==> config.mk <==
export PLATFORM = sky130hd
export DESIGN_NAME = seg_scan_ctrl
export DESIGN_NICKNAME = d
export VERILOG_FILES = /design/src/rtl/seg_pkg.sv /design/src/rtl/seg_hex_font.sv /design/src/rtl/seg_scan_ctrl.sv
export SDC_FILE = /design/constraint.sdc
export NUM_CORES = 1
export LEC_CHECK = 0
export CAP_MARGIN = 20
export CELL_PAD_IN_SITES_DETAIL_PLACEMENT = 0
export CELL_PAD_IN_SITES_GLOBAL_PLACEMENT = 1
export CORE_ASPECT_RATIO = 1.5
export CORE_MARGIN = 2
export CORE_UTILIZATION = 35
export DETAILED_ROUTE_END_ITERATION = 8
export PLACE_DENSITY_LB_ADDON = 0.12
export SYNTH_ARGS = -nofsm -noshare
export SYNTH_HDL_FRONTEND = slang
export SYNTH_SLANG_ARGS = --single-unit
==> constraint.sdc <==
create_clock -name myclk -period 2.7 [get_ports myclk]
set_clock_uncertainty 0.1 [all_clocks]
set_input_delay 0.405 -clock myclk [delete_from_list [all_inputs] [get_ports myclk]]
set_output_delay 0.405 -clock myclk [all_outputs]
set_load 0.01 [all_outputs]
==> src/rtl/seg_pkg.sv <==
// Shared constants and types for the seven-segment scan controller.
//   SEG_BLANK / AN_OFF : dark pattern for segment and anode lines (active low)
//   scan_state_e       : scan controller states
//   disp_cfg_t         : display contents held between frames
//   FONT               : hex font, active low, a..g in bits 7..1, dp (off) in bit 0
package seg_pkg;

  localparam logic [7:0] SEG_BLANK = 8'hFF;
  localparam logic [3:0] AN_OFF    = 4'hF;

  typedef enum logic [1:0] {
    OFF,
    BLANK,
    DRIVE
  } scan_state_e;

  typedef struct packed {
    logic [15:0] value;
    logic [3:0]  dig_en;
    logic [3:0]  dp_en;
  } disp_cfg_t;

  // Entry n sits at FONT[n]; listed from F down to 0.
  localparam logic [15:0][7:0] FONT = {
    8'h71, 8'h61, 8'h85, 8'h63, 8'hC1, 8'h11, 8'h09, 8'h01,
    8'h1F, 8'h41, 8'h49, 8'h99, 8'h0D, 8'h25, 8'h9F, 8'h03
  };

endpackage

==> src/rtl/seg_hex_font.sv <==
// Hex nibble to active-low seven-segment pattern (a..g, MSB = a).
//   nibble    : hex digit to display
//   pattern_c : combinational segment pattern, dp not included
module seg_hex_font
  import seg_pkg::*;
(
  input  logic [3:0] nibble,
  output logic [6:0] pattern_c
);

  assign pattern_c = FONT[nibble][7:1];

endmodule

==> src/rtl/seg_scan_ctrl.sv <==
// Four-digit common-anode seven-segment scan controller.
//   myclk, rst_n        : clock, async active-low reset
//   enable              : 1 = scan, 0 = display dark
//   value/dig_en/dp_en  : new display contents, taken on a load capture
//   load, load_ack      : capture request / one-cycle capture acknowledge
//   seg, an             : active-low segment and anode lines
//   frame_done          : one-cycle pulse on the last cycle of digit 3's slot
module seg_scan_ctrl
  import seg_pkg::*;
#(
  parameter int unsigned PRESCALE  = 50000,
  parameter int unsigned BLANK_CYC = 1000
) (
  input  logic        myclk,
  input  logic        rst_n,
  input  logic        enable,
  input  logic [15:0] value,
  input  logic [3:0]  dig_en,
  input  logic [3:0]  dp_en,
  input  logic        load,
  output logic        load_ack,
  output logic [7:0]  seg,
  output logic [3:0]  an,
  output logic        frame_done
);

  localparam int unsigned CW = $clog2(PRESCALE);
  localparam logic [CW-1:0] CNT_LAST  = CW'(PRESCALE - 1);
  localparam logic [CW-1:0] CNT_BLANK = CW'(BLANK_CYC);

  scan_state_e   state, state_d;
  logic [1:0]    idx, idx_d;
  logic [CW-1:0] cnt, cnt_d;
  disp_cfg_t     shadow, shadow_d;
  logic [7:0]    seg_d;
  logic [3:0]    an_d;
  logic          ack_d, fd_d;
  logic          boundary, capture;
  logic [3:0]    nib;
  logic [6:0]    pattern;

  // Digit mux ahead of the single font decoder.
  assign nib = shadow.value[{idx, 2'b00} +: 4];

  seg_hex_font u_font (
    .nibble    (nib),
    .pattern_c (pattern)
  );

  // State register plus registered outputs.
  always_ff @(posedge myclk or negedge rst_n) begin
    if (!rst_n) begin
      state      <= OFF;
      idx        <= 2'd0;
      cnt        <= '0;
      shadow     <= '0;
      seg        <= SEG_BLANK;
      an         <= AN_OFF;
      load_ack   <= 1'b0;
      frame_done <= 1'b0;
    end else begin
      state      <= state_d;
      idx        <= idx_d;
      cnt        <= cnt_d;
      shadow     <= shadow_d;
      seg        <= seg_d;
      an         <= an_d;
      load_ack   <= ack_d;
      frame_done <= fd_d;
    end
  end

  // Next-state, slot timing, load capture and output selection.
  always_comb begin
    state_d  = state;
    idx_d    = idx;
    cnt_d    = cnt;
    shadow_d = shadow;
    seg_d    = SEG_BLANK;
    an_d     = AN_OFF;
    ack_d    = 1'b0;
    fd_d     = 1'b0;

    boundary = (state != OFF) && (idx == 2'd3) && (cnt == CNT_LAST);
    // load_ack high means this request was just served; ignore its tail.
    capture  = load && !load_ack && ((state == OFF) || boundary);

    if (capture) begin
      shadow_d = '{value: value, dig_en: dig_en, dp_en: dp_en};
    end
    ack_d = capture;

    if (!enable) begin
      state_d = OFF;
      idx_d   = 2'd0;
      cnt_d   = '0;
    end else if (state == OFF) begin
      state_d = BLANK;
      idx_d   = 2'd0;
      cnt_d   = '0;
    end else begin
      fd_d = boundary;
      if (cnt == CNT_LAST) begin
        cnt_d   = '0;
        idx_d   = idx + 2'd1;
        state_d = BLANK;
      end else begin
        cnt_d   = cnt + CW'(1);
        state_d = (cnt_d < CNT_BLANK) ? BLANK : DRIVE;
      end
      // Disabled digits keep their slot time but stay dark.
      if ((state == DRIVE) && shadow.dig_en[idx]) begin
        an_d  = ~(4'b0001 << idx);
        seg_d = {pattern, ~shadow.dp_en[idx]};
      end
    end
  end

endmodule

* After elaboration in Yosys (flattened, before gate mapping)
Memories as Yosys holds them, arrays and structs flattened.
Cells that the tools add are included.
Widths: inputs -> output; s select.
** Storage, ports and cells
- Flip-flop bits (word level) :: 58
- Memory bits (read-only) :: 128
- Input bits :: 28
- Output and inout bits :: 14
- Word-level logic and storage cells :: 56
- Memories kept :: 1
** Memory list
- (no name shown) :: depth 16, width 8, rd ports 1, clocked after memory_dff 0, write ports 0, RTL line seg_hex_font.sv:11 : assign pattern_c = FONT[nibble][7:1];
** Cells by class
- Add/sub/neg operators :: 2
- $lt $le $gt $ge :: 3
- Equal/unequal tests :: 4
- Shifts and indexed selects :: 2
- Mux-type cells :: 23
- Bitwise logic cells :: 2
- Reductions and logical operators :: 9
** Operators by type and width (count)
- $mux 16 :: 3
- $mux 8 :: 4
- $add 16x1->16 const B :: 1
- $eq 16x16->1 const B :: 1
- $lt 16x10->1 const B :: 1
- $shiftx 16x5->4 :: 1
- $mux 2 :: 7
- $mux 4 :: 3
- $logic_and 1x1->1 :: 5
- $lt 4x5->1 const B :: 1
- $bmux 1 s2 :: 2
- $eq 2x2->1 const B :: 2
- $mux 1 :: 4
- $not 4->4 :: 1
- $shl 1x2->4 const A :: 1
- $lt 2x3->1 const B :: 1
- $ne 3x1->1 const B :: 1
- $add 2x1->2 const B :: 1
- $logic_not 2->1 :: 1
- $reduce_bool 2->1 :: 1
- $logic_not 1->1 :: 1
- $logic_or 1x1->1 :: 1
- $not 1->1 :: 1

* Longest topological paths before layout
- Depth after elaboration :: 6
- Depth in mapped cells :: 9

* Cells and area by module
From an unflattened synthesis, not the netlist that was laid out.
** Unflattened totals
- Cell total of the unflattened synthesis :: 256
- Area total of the unflattened synthesis :: 3062.9 µm²
** By module, submodules not included
- seg_scan_ctrl :: times used 1, cells each 221, area an instance 2815.2 µm²
- seg_hex_font :: times used 1, cells each 35, area an instance 247.7 µm²

* Least setup slack after synthesis
No wires, ideal clock.
- Kind :: register to register
- Start point :: reg cnt[0]
- End point :: reg shadow[10] (netlist name)
- Setup time :: 0.125 ns
- Arrival time :: 2.186 ns
- Slack :: 0.289 ns
- Cell stages (with the launch flop) :: 8
- Period minus slack after synthesis :: 2.411 ns
- Path through :: dfrtp_1 -> ha_1 -> nand3_1 -> nor4_4 -> nand2_2 -> a21oi_4 -> buf_12 -> mux2_4
** On the way
- Longest elaborated chain between the ends :: 4
** RTL lines
- start: declaration :: RTL line seg_scan_ctrl.sv:33 : logic [CW-1:0] cnt, cnt_d;
- start signal: assignment :: RTL line seg_scan_ctrl.sv:64 : cnt <= cnt_d;
- $eq 16x16->1 :: RTL line seg_scan_ctrl.sv:84 : boundary = (state != OFF) && (idx == 2'd3) && (cnt == CNT_LAST);
- $logic_and 1x1->1 :: RTL line seg_scan_ctrl.sv:84
- $logic_or 1x1->1 :: RTL line seg_scan_ctrl.sv:86 : capture = load && !load_ack && ((state == OFF) || boundary);
- $logic_and 1x1->1 :: RTL line seg_scan_ctrl.sv:86
- end signal: assignment :: RTL line seg_scan_ctrl.sv:65 : shadow <= shadow_d;
- end: declaration :: RTL line seg_scan_ctrl.sv:34 : disp_cfg_t shadow, shadow_d;
Every way passes these cells.
A chain may end at the register's enable or synchronous reset.

* Final worst setup path
- Start point :: reg cnt[0]
- End point :: reg shadow[0] (netlist name)
Same word-level chain as after synthesis.

==> metrics <==
status finished clean; r2r setup slk 0.25 ns; period utilization 0.907; global-route wire length before repair 10.9 mm; sequential share of power 0.412; switch share 0.252; fill count 800; Synth Instances 262; maximum VDD drop about 0.33 mV; commonest register cell after synthesis dfrtp_1; clock buffer count from CTS 9; DP HPWL 4.69 mm; Critical R2R Launch cnt[0]; Req. time, crit path 2.81 ns; kind of critical path flop to flop; fmax 408 MHz; Post-Layout Cell Count 416; WHS Endpoint shadow[7]; largest net degree at the start of global routing 37; Max Buffers Root-to-Sink 2; Tot Pwr approximately 2.4 mW; Mapped Area 3070 µm²; YS warnings 0; Setup TNS Final 0 ns; io pins 42; CP max stage cell dfrtp_1; CTS tree done; Routed WL per cell around 16 µm; slack of the critical path 0.250 ns; Worst Hold Class flop to flop; total track usage 0.154; H-tree depth 3; DRT Pass-1 Iters 4; worst-path fanout max 25; Initial Utilization 0.362; drt drc 0; die area about 9500 µm²; internal power 1.80 mW; clock sinks 58; vias per cell 4.94; power share of the clock group 0.436; clock-pin slew on the worst setup and hold paths 0.05 ns; Leak 1.56 nW; CP Capture Type flop; vias in the first global route approximately 2200; RSZ-0062 raised after global routing no; startpoint type of the worst setup path flop; Syn Nets between 300 and 400; postcts setup bufs 0; nets 343; min cycle time layout 2.45 ns; die width roughly 80 µm; die span in y approximately 120 µm; grt ovf 0; worst reg2reg path depth 7; Hold Fails Final Rpt 0; GPL Wtd Cong 0.775; critical-path cell list ha_1 -> nand3_1 -> nor4_4 -> nand2_2 -> a21oi_4 -> buf_12 -> mux2_2; Worst Min Path Start shadow[7]; Post-synth ARST share 1.00; Total Routed Length 6.49 mm; post-synthesis cell type count 48; FP Rows 41; Least-Margin Pin Slew around 0.56 ns; Vias 2054; setup violators final 0; Layout area overhead 25.8%; IO Port Bufs 41; Syn Area/Cell between 10 and 15 µm²; initial antenna violation count 0; post-route ant nets 0; Core Region 8460 µm²; fin area between 3000 and 4000 µm²; sequential-to-total area share from yosys stat 0.478; placement-stage cell area 3570 µm²; CP max stage delay 0.43 ns; worst hold stages 1; crit path DAT 2.56 ns; root buf cell clkbuf_16; placed insts 399; maxcap violations 0; CP Launch Point cnt[0]; EDFF count, synth 0; Reg-to-Reg End shadow[0]; Max Slew Vio Count 0; combinational fraction of design power 0.152; #FFs+latches synth 58; P_sw 0.606 mW; Worst-Skew Late Latency between 0.3 and 0.4 ns; Power Density 625 nW/µm²; worst relative slew slack 0.624; pre-CTS setup slack 0.233 ns; ratio of cells with drive above 1 in the final layout 0.243; Iter 0 DRT Violations 77; ant diodes 0
## sequential cells by signal (all words and copies together), names as in the netlist
register,flops
frame_done,1
state,2
idx,2
load_ack,1
an,4
seg,8
cnt,16
shadow,24
## layer usage
layer,global-route usage,share of wire
met1,0.175,0.40
met2,0.264,0.53
met3,0.0336,0.037
met4,0.0805,0.026
met5,0,0
## worst max path at each step
stage,end,slack (ns)
final,shadow[0],0.25
after detailed placement,shadow[1],0.23
after floorplan,shadow[10],0.29
after CTS,shadow[1],0.23
after global routing,shadow[0],0.03
after global placement,shadow[23],0.30
## cells in the final DEF (no fill, tap or decap), types with 7 or more instances in the layout
master / n
a21oi_1: 8
clkbuf_16: 9
clkdlybuf4s50_1: 40
dfrtp_1: 46
dfstp_2: 12
ha_1: 11
inv_1: 7
mux2_4: 19
nand2_1: 18
nand3_1: 10
nor2_1: 29
xnor2_1: 10
## Yosys cell counts (4+ instances only)
master / n / area [µm²]
ha_1: 11 / 138
xnor2_1: 10 / 87.6
mux4_2: 6 / 135
nor2_1: 29 / 109
inv_1: 7 / 26.3
dfrtp_1: 46 / 1150
dfstp_2: 12 / 315
mux2_4: 19 / 285
xor2_1: 4 / 35.0
nand4_1: 4 / 25.0
nor3_1: 4 / 20.0
a21oi_1: 8 / 40.0
nand3_1: 10 / 50.1
or3_1: 6 / 37.5
o21ai_0: 5 / 25.0
clkbuf_1: 9 / 33.8
mux2_2: 6 / 67.6
nand2_1: 18 / 67.6
buf_2: 5 / 25.0
## power groups by stage
stage          clock network [mW]  registers (mW)  logic, mW
2_1_floorplan                   0           0.992      0.266
3_3_place_gp                    0            1.01      0.366
3_5_place_dp                    0            1.01      0.369
4_1_cts                      1.09           0.994      0.372
5_1_grt                      1.12            1.00      0.406
6_report                     1.05           0.993      0.365
## cell type report
class	count	area, µm²	area share
Clock buffer	10	239	0.0619
Clock inverter	6	42.5	0.0110
Inverter	7	26.3	0.00681
Multi-Input combinational cell	180	1470	0.380
Sequential cell	58	1470	0.380
Tap cell	107	134	0.0347
Timing Repair Buffer	48	485	0.126
## cell families (layout without fill, tap and decap cells)
family,count (synthesis),in the layout,share of synthesized area
and+or+nand+nor,93,93,0.159
DFF,58,58,0.478
muxes,34,34,0.169
AOI/OAI and AO/OA,28,28,0.0648
buffers and inverters,24,71,0.0445
xor gates and xnor gates,14,14,0.0400
adders and majority gates,11,11,0.0449
## critical path, delay by kind of cell (launching register included)
kind,cells,cell delay (ns)
fa+ha+maj,1,0.31
mux,1,0.35
simple gates,3,0.74
buf+inv,1,0.22
compound gates,1,0.17
flops,1,0.43
## through the flow
stage | util | hold WS, ns
final | 0.456 | 0.404
after global routing | 0.456 | 0.427
after CTS | 0.456 | 0.405
after detailed placement | 0.421 | 0.325
after global placement | 0.421 | 0.322
after floorplan | - | 0.00941
## timing repair
item	4_1_cts	5_1_grt
gates resized for setup	0	0
hold buffers	1	0
hold endpoints to repair	22	0
Power figures use the tool's default switching activity.
